--- src/rtl/loader_pkg.sv ---
`default_nettype none
// ============================================================================
// Module  : loader_pkg
// Brief   : Shared types and constants for the instruction-memory loader.
// Revision: 1.0 - initial release
// ============================================================================
package loader_pkg;

  // Loader life cycle. IDLE after reset, LOAD while accepting host words,
  // FILL while zeroing the tail, DONE once the CPU may run, ERR on overflow.
  typedef enum logic [2:0] {
    IDLE = 3'd0,
    LOAD = 3'd1,
    FILL = 3'd2,
    DONE = 3'd3,
    ERR  = 3'd4
  } loader_state_t;

  // Native machine-code word width of the target CPU.
  localparam int MACH_W = 9;

endpackage
`default_nettype wire

--- src/rtl/program_loader.sv ---
`default_nettype none
// ============================================================================
// Module  : program_loader
// Brief   : Streams host machine-code words sequentially from address 0 into
//           a writable instruction memory, optionally zero-fills the unused
//           tail, holds the CPU off while loading and pulses cpu_start once
//           the program is in place.
// Revision: 1.0 - initial release
// ============================================================================
module program_loader
  import loader_pkg::*;
#(
  parameter int D         = 12,
  parameter int W         = MACH_W,
  parameter bit ZERO_FILL = 1'b1
) (
  input  logic         clk,
  input  logic         reset,
  input  logic         load_req,
  input  logic         in_valid,
  output logic         in_ready,
  input  logic [W-1:0] in_data,
  input  logic         in_last,
  output logic         mem_we,
  output logic [D-1:0] mem_addr,
  output logic [W-1:0] mem_wdata,
  output logic         cpu_hold,
  output logic         cpu_start,
  output logic         load_done,
  output logic         load_err,
  output logic [D:0]   word_count,
  output logic [W-1:0] checksum
);

  // Highest memory address; reaching it ends LOAD or FILL.
  localparam logic [D-1:0] ADDR_MAX = {D{1'b1}};

  loader_state_t state_q, state_d;

  logic [D-1:0] addr_q, addr_d;
  logic [D:0]   word_count_q, word_count_d;
  logic [W-1:0] checksum_q, checksum_d;
  logic         mem_we_q, mem_we_d;
  logic [D-1:0] mem_addr_q, mem_addr_d;
  logic [W-1:0] mem_wdata_q, mem_wdata_d;
  logic         cpu_hold_q, cpu_hold_d;
  logic         cpu_start_q, cpu_start_d;
  logic         load_done_q, load_done_d;
  logic         load_err_q, load_err_d;

  logic         ready_w;
  logic         handshake_w;
  logic         at_max_w;

  // Ready depends on state only so the host can never form a combinational loop.
  assign ready_w     = (state_q == LOAD);
  assign handshake_w = in_valid & ready_w;
  assign at_max_w    = (addr_q == ADDR_MAX);

  // State and datapath registers; reset aborts any load in progress.
  always_ff @(posedge clk or posedge reset) begin
    if (reset) begin
      state_q      <= IDLE;
      addr_q       <= '0;
      word_count_q <= '0;
      checksum_q   <= '0;
      mem_we_q     <= 1'b0;
      mem_addr_q   <= '0;
      mem_wdata_q  <= '0;
      cpu_hold_q   <= 1'b1;
      cpu_start_q  <= 1'b0;
      load_done_q  <= 1'b0;
      load_err_q   <= 1'b0;
    end else begin
      state_q      <= state_d;
      addr_q       <= addr_d;
      word_count_q <= word_count_d;
      checksum_q   <= checksum_d;
      mem_we_q     <= mem_we_d;
      mem_addr_q   <= mem_addr_d;
      mem_wdata_q  <= mem_wdata_d;
      cpu_hold_q   <= cpu_hold_d;
      cpu_start_q  <= cpu_start_d;
      load_done_q  <= load_done_d;
      load_err_q   <= load_err_d;
    end
  end

  // Next-state: the address of the accepted word decides how LOAD exits.
  always_comb begin
    state_d = state_q;
    case (state_q)
      IDLE, DONE, ERR: begin
        if (load_req) state_d = LOAD;
      end
      LOAD: begin
        if (handshake_w) begin
          if (in_last) begin
            if (at_max_w || !ZERO_FILL) state_d = DONE;
            else                        state_d = FILL;
          end else if (at_max_w) begin
            state_d = ERR;
          end
        end
      end
      FILL: begin
        if (at_max_w) state_d = DONE;
      end
      default: state_d = IDLE;
    endcase
  end

  // Datapath and status updates; status flags change on entry to DONE/ERR.
  always_comb begin
    addr_d       = addr_q;
    word_count_d = word_count_q;
    checksum_d   = checksum_q;
    mem_we_d     = 1'b0;
    mem_addr_d   = mem_addr_q;
    mem_wdata_d  = mem_wdata_q;
    cpu_hold_d   = cpu_hold_q;
    cpu_start_d  = 1'b0;
    load_done_d  = load_done_q;
    load_err_d   = load_err_q;

    case (state_q)
      IDLE, DONE, ERR: begin
        if (load_req) begin
          addr_d       = '0;
          word_count_d = '0;
          checksum_d   = '0;
          load_done_d  = 1'b0;
          load_err_d   = 1'b0;
          cpu_hold_d   = 1'b1;
        end
      end
      LOAD: begin
        if (handshake_w) begin
          mem_we_d     = 1'b1;
          mem_addr_d   = addr_q;
          mem_wdata_d  = in_data;
          word_count_d = word_count_q + (D+1)'(1);
          checksum_d   = checksum_q ^ in_data;
          // The address saturates at the top; the exit rules stop further use.
          if (!at_max_w) addr_d = addr_q + D'(1);
        end
      end
      FILL: begin
        mem_we_d    = 1'b1;
        mem_addr_d  = addr_q;
        mem_wdata_d = '0;
        if (!at_max_w) addr_d = addr_q + D'(1);
      end
      default: ;
    endcase

    if ((state_d == DONE) && (state_q != DONE)) begin
      cpu_start_d = 1'b1;
      load_done_d = 1'b1;
      cpu_hold_d  = 1'b0;
    end
    if ((state_d == ERR) && (state_q != ERR)) begin
      load_err_d = 1'b1;
      cpu_hold_d = 1'b1;
    end
  end

  assign in_ready   = ready_w;
  assign mem_we     = mem_we_q;
  assign mem_addr   = mem_addr_q;
  assign mem_wdata  = mem_wdata_q;
  assign cpu_hold   = cpu_hold_q;
  assign cpu_start  = cpu_start_q;
  assign load_done  = load_done_q;
  assign load_err   = load_err_q;
  assign word_count = word_count_q;
  assign checksum   = checksum_q;

endmodule
`default_nettype wire
--- config.mk ---
export PLATFORM = sky130hd
export DESIGN_NAME = program_loader
export DESIGN_NICKNAME = d
export VERILOG_FILES = /design/src/rtl/loader_pkg.sv /design/src/rtl/program_loader.sv
export SDC_FILE = /design/constraint.sdc
export NUM_CORES = 1
export LEC_CHECK = 0
export ABC_AREA = 1
export CAP_MARGIN = 20
export CORE_ASPECT_RATIO = 1.1
export CORE_MARGIN = 1.5
export CORE_UTILIZATION = 27
export CTS_CLUSTER_DIAMETER = 50
export CTS_CLUSTER_SIZE = 16
export DETAILED_ROUTE_END_ITERATION = 8
export GPL_TIMING_DRIVEN = 0
export RECOVER_POWER = 25
export REMOVE_ABC_BUFFERS = 1
export SETUP_SLACK_MARGIN = 0.2
export SKIP_LAST_GASP = 1
export SYNTH_ARGS = -nofsm -noshare
export SYNTH_HDL_FRONTEND = slang
export SYNTH_SLANG_ARGS = --single-unit
--- constraint.sdc ---
create_clock -name clk -period 2.2 [get_ports clk]
set_clock_uncertainty 0.05 [all_clocks]
set_input_delay 0.44 -clock clk [delete_from_list [all_inputs] [get_ports clk]]
set_output_delay 0.44 -clock clk [all_outputs]
set_load 0.05 [all_outputs]
==> impl_metrics.env, run 1 <==
export IMPL_status="finished clean"
export IMPL_final_max_slew_viol_count=0
export IMPL_place_area_um2=3859
export IMPL_path_buf_inv=2
export IMPL_layout_setup_ws_ns=0.2384
export IMPL_hold_path_class="flop to flop"
export IMPL_grt_pass1_vias=2545
export IMPL_hold_depth=2
export IMPL_antenna_found_initial=0
export IMPL_numClockSinks=63
export IMPL_die_w_um=105.6
export IMPL_worst_ep_arrival_time_ns=1.47
export IMPL_drtPass1Iterations=4
export IMPL_finalCriticalPeriod_ns=1.962
export IMPL_io_pins=63
export IMPL_core_um2=11390
export IMPL_setup_worst_path_start_class="flop"
export IMPL_cts_buffers=9
export IMPL_synth_area_per_cell_um2=8.076
export IMPL_crit_chain="inv_2 > nand2_1 > nor2_4 > clkdlybuf4s15_2"
export IMPL_stdcell_count=605
export IMPL_htreeDepth=3
export IMPL_tightest_slew_ns=1.352
export IMPL_routabilityCongestion=0.7901
export IMPL_yosysUniqueCellTypes=30
export IMPL_ys_seq_elements=63
export IMPL_rows=41
export IMPL_track_usage_pct=12.91
export IMPL_tritoncts="yes"
export IMPL_cap_violations=0
export IMPL_drt_iter0_drc=84
export IMPL_path_max_fanout=4
export IMPL_crit_start="state_q[2]"
export IMPL_final_common_cell="nand2_1"
export IMPL_power_density_nw_per_um2=1420
export IMPL_hold_violations=0
export IMPL_reg2regPathDepth=7
export IMPL_routed_wl_um=7517
export IMPL_grt_max_degree=64
export IMPL_path_delay_family="buffers and inverters"
export IMPL_die_area_um2=12230
export IMPL_dp_slack_ns=-0.2678
export IMPL_ff2ff_setup_slack_ns=0.42
export IMPL_area_growth_pct=35.99
export IMPL_cpPeakStageDelay_ns=0.41
export IMPL_final_cell_mix="nand2_1, dfrtp_1, nand3_1, inv_1, nor2_1"
export IMPL_clk_pin_slew_ns=0.05
export IMPL_design_area_um2=4250
export IMPL_start_util_pct=27.44
export IMPL_grt_ovfl_total=0
export IMPL_synth_top_cell_area_share_pct=49.64
export IMPL_clockBufferDepth=2
export IMPL_vias=2744
export IMPL_ys_seq_area_share_pct=50.48
export IMPL_cts_root_buf="clkbuf_16"
export IMPL_cts_hold_buf=0
export IMPL_hold_start="load_err"
export IMPL_utilization_pct=37.32
export IMPL_setup_worst_path_class="flop to primary output"
export IMPL_hpwl_um=5060
export IMPL_end_kind="primary output"
export IMPL_syn_inst=387
export IMPL_finalSetupViolCount=0
export IMPL_fin_nets=466
export IMPL_timing_rr_start="state_q[1]"
export IMPL_via_per_inst=4.536
export IMPL_relSlewSlack_pct=9.894
export IMPL_reg2reg_to="word_count[5]"
export IMPL_port_buffers=62
export IMPL_fmax_ghz=0.5098
export IMPL_leakage_nw=2.212
export IMPL_cp_slowest_cell="dfrtp_1"
export IMPL_synth_largest_area_cell="dfrtp_1"
export IMPL_dp_cells=587
export IMPL_clk_insertion_delay_late_ns=0.33
export IMPL_dieHeight_um=115.8
export IMPL_drc=0
export IMPL_min_to="load_err"
export IMPL_yosys_warnings=0
export IMPL_num_fill_cells=1181
export IMPL_antenna_left=0
export IMPL_crit_required_ns=1.71
export IMPL_wire_per_inst_um=12.42
export IMPL_ir_worst_vdd_mv=0.4253
export IMPL_drive_gt1_share_pct=10.33
export IMPL_grt_pass1_wl_um=12190
export IMPL_synth_area_um2=3125
export IMPL_rsz0062_at_grt="true"
export IMPL_fin_crit_sh_pct=89.17
export IMPL_netlist_top_cells_area="dfrtp_1, nand2_1, nand3_1, inv_1, nor2_1"
export IMPL_n_antenna_cell=0
## layout make-up
| cell class | instances | area (um^2) | area share, % |
|---|---|---|---|
| tap | 150 | 187.7 | 4.416 |
| clock inverter | 3 | 65.06 | 1.531 |
| multi-input combinational | 275 | 1369 | 32.20 |
| inverter | 37 | 138.9 | 3.268 |
| timing repair buffer | 64 | 651.9 | 15.34 |
| sequential | 63 | 1578 | 37.12 |
| clock buffer | 13 | 260.3 | 6.123 |
## cells by family after synthesis
kind of cell	share of synthesized area, %
AO/OA/AOI/OAI	11.17
XOR/XNOR	0.8408
adder cells (fa/ha/maj)	0.8005
buffers and inverters	6.925
flip-flops	50.48
AND/OR/NAND/NOR	29.78
## registers in the layout, summed over array words and instances (netlist names)
| name | count |
|---|---|
| addr_q | 12 |
| cpu_hold | 1 |
| mem_we | 1 |
| state_q | 3 |
| word_count | 13 |
| load_done | 1 |
| checksum | 9 |
| mem_wdata | 9 |
| mem_addr | 12 |
| cpu_start | 1 |
| load_err | 1 |
## worst max-delay path by stage
stage          slack, ns  cells past startpoint     endpoint
3_3_place_gp       -1.13                      2  checksum[3]
5_1_grt             0.18                      4     in_ready
2_1_floorplan      -0.05                      6  mem_addr[0]
6_report            0.24                      4     in_ready
3_5_place_dp       -0.27                      8    addr_q[6]
4_1_cts             0.03                      4     in_ready
## where the power goes
group          total, mW  switching [mW]  internal [mW]
sequential          1.71           0.220           1.49
clock               1.55           0.494           1.05
combinational       2.78            2.01          0.769
total               6.03            2.73           3.31
## metal layers
layer / wire (um) / global-route usage (%) / up-vias
li1: - / - / 1387
met1: 3467 / 15.44 / 1309
met2: 3735 / 22.05 / 43
met3: 246 / 3.768 / 5
met4: 68 / 5.135 / 0
met5: 0 / 0 / -
## metrics by stage
step | total power [mW] | TNS, ns | hold slack, ns
6_report | 6.035 | 0 | 0.4413
2_1_floorplan | 3.603 | -0.4670 | 0.4494
3_3_place_gp | 4.488 | -74.55 | 0.4171
4_1_cts | 6.087 | 0 | 0.4455
3_5_place_dp | 4.536 | -6.341 | 0.4296
5_1_grt | 6.405 | 0 | 0.4682
## worst register-to-register path: stages (launching register included)
cell     delay, ns
dfrtp_1       0.49
inv_2         0.08
nand2_1       0.12
nand2_1       0.08
nand2_2       0.24
nand2_2       0.22
inv_2         0.25
o21ai_0       0.14
## cell usage after synthesis
cell type,instances
o21ai_1,4
nor2_4,3
inv_1,34
o21bai_1,3
nor2_1,30
nand2_1,111
xor2_1,2
o21ai_2,7
nand2_2,8
or2_2,1
a21oi_1,21
a21boi_1,1
xnor2_1,1
buf_6,1
nand3b_1,1
buf_8,1
nand4_1,12
ha_1,2
inv_2,3
nand3_1,41
nor2_2,2
o21ai_0,19
dfstp_2,1
buf_4,2
clkbuf_1,3
nand2_4,1
o211ai_1,1
buf_2,5
a21o_1,4
dfrtp_1,62
## repair_timing
item / 4_1_cts / 5_1_grt
gates resized for setup: 33 / 20
setup endpoints to repair: 63 / 54
setup buffers: 0 / 2
pin swaps: 0 / 1
Note: power is estimated with default switching activity, not from simulation.
==> inputs of run 2 (changes only) <==
--- a/config.mk
+++ b/config.mk
@@ -10,6 +10,7 @@
 export CORE_ASPECT_RATIO = 1.1
 export CORE_MARGIN = 1.5
 export CORE_UTILIZATION = 27
+export CTS_BUF_LIST = sky130_fd_sc_hd__clkbuf_4 sky130_fd_sc_hd__clkbuf_8
 export CTS_CLUSTER_DIAMETER = 50
 export CTS_CLUSTER_SIZE = 16
 export DETAILED_ROUTE_END_ITERATION = 8
==> impl_metrics.env, run 2 (synthesized netlist as in run 1, its figures left out) <==
export IMPL_tritoncts="yes"
export IMPL_crit_required_ns=1.71
export IMPL_reg2reg_to="word_count[5]"
export IMPL_area_growth_pct=30.34
export IMPL_multi_input_area_um2=1364
export IMPL_clockBufferDepth=2
export IMPL_start_util_pct=27.44
export IMPL_dieHeight_um=115.8
export IMPL_antenna_left=0
export IMPL_hpwl_um=5060
export IMPL_tightest_slew_ns=1.356
export IMPL_hold_path_class="flop to flop"
export IMPL_stdcell_count=604
export IMPL_power_total_mw=5.523
export IMPL_cap_violations=0
export IMPL_fmax_ghz=0.5018
export IMPL_largest_register_ffs=13
export IMPL_reg2regPathDepth=8
export IMPL_drtPass1Iterations=4
export IMPL_clk_pin_slew_ns=0.06
export IMPL_dp_cells=587
export IMPL_port_buffers=62
export IMPL_clk_insertion_delay_late_ns=0.35
export IMPL_drc=0
export IMPL_setup_worst_path_class="flop to primary output"
export IMPL_grt_pass1_vias=2564
export IMPL_io_pins=63
export IMPL_wire_per_inst_um=12.32
export IMPL_via_per_inst=4.517
export IMPL_leakage_nw=2.008
export IMPL_fin_crit_sh_pct=90.58
export IMPL_drt_iter0_drc=96
export IMPL_fin_nets=465
export IMPL_grt_pass1_wl_um=12250
export IMPL_track_usage_pct=12.97
export IMPL_core_um2=11390
export IMPL_setup_worst_path_start_class="flop"
export IMPL_crit_start="state_q[2]"
export IMPL_ir_worst_vdd_mv=0.4338
export IMPL_num_fill_cells=1209
export IMPL_rsz0062_at_grt="true"
export IMPL_hold_slack_ns=0.4424
export IMPL_die_w_um=105.6
export IMPL_utilization_pct=35.77
export IMPL_antenna_found_initial=0
export IMPL_cp_endpoint="in_ready"
export IMPL_rows=41
export IMPL_drive_gt1_share_pct=10.57
export IMPL_hold_violations=0
export IMPL_cts_buffers=9
export IMPL_timing_rr_start="state_q[2]"
export IMPL_htreeDepth=3
export IMPL_relSlewSlack_pct=9.570
export IMPL_vias=2728
export IMPL_path_max_fanout=4
export IMPL_die_area_um2=12230
export IMPL_grt_ovfl_total=0
export IMPL_n_antenna_cell=0
export IMPL_power_density_nw_per_um2=1356
export IMPL_cts_root_buf="clkbuf_8"
export IMPL_numClockSinks=63
export IMPL_final_max_slew_viol_count=0
export IMPL_regArea_um2=1578
export IMPL_finalCriticalPeriod_ns=1.993
export IMPL_worst_ep_arrival_time_ns=1.50
export IMPL_status="finished clean"
export IMPL_final_cell_mix="nand2_1, dfrtp_1, dlygate4sd2_1, nand3_1, inv_1"
export IMPL_finalSetupViolCount=0
export IMPL_fin_setup_tns_ns=0
export IMPL_routed_wl_um=7440
export IMPL_grt_max_degree=64
export IMPL_end_kind="primary output"
export IMPL_cts_hold_buf=0
export IMPL_ff2ff_setup_slack_ns=0.39
export IMPL_routabilityCongestion=0.7901
export IMPL_final_common_cell="nand2_1"
[run 2: cell type report]
class / instances / area share [%]
inverters: 37 / 3.409
clock inverters: 3 / 1.597
flip-flops and latches: 63 / 38.73
clock buffers: 13 / 4.085
well taps: 150 / 4.607
repair buffers: 63 / 14.10
multi-input cells: 275 / 33.48
[run 2: per-layer routing]
layer	GRT usage, %	vias up	part of all wire, %
met5	0	-	0
met4	5.676	0	1.7
met3	3.431	12	4.1
met2	22.35	51	49
met1	15.37	1282	45
li1	-	1383	-
[run 2: report_power, final]
group	internal, mW	switching [mW]	total (mW)
Sequential	1.48	0.217	1.70
Clock	0.724	0.453	1.18
Combinational	0.644	2.00	2.64
Total	2.85	2.67	5.52
[run 2: worst min path at each step]
stage	from	depth (start not counted)	endpoint
after floorplan	addr_q[7]	2	addr_q[7]
after detailed placement	load_err	2	load_err
after global placement	load_done	2	load_done
final	mem_wdata[2]	2	mem_wdata[2]
after global routing	mem_wdata[2]	2	mem_wdata[2]
after CTS	mem_wdata[2]	2	mem_wdata[2]
[run 2: critical path: stages (launching register included)]
cell and delay (ns):
dfrtp_1 0.41, inv_2 0.10, nand2_1 0.09, nor2_4 0.16
clkdlybuf4s15_2 0.39
[run 2: per-stage QoR]
stage	area, um^2	setup WS, ns
global placement	3856	-1.126
finish	4074	0.2073
floorplan	3048	-0.04965
global route	4074	0.1059
CTS	4049	0.02124
detailed placement	3859	-0.2678
[run 2: timing repair]
item / CTS / global route
resized for setup: 53 / 4
buffers inserted: 0 / 1
endpoints found under the setup margin: 85 / 47
pin swaps: 0 / 1
cloned: 0 / 0
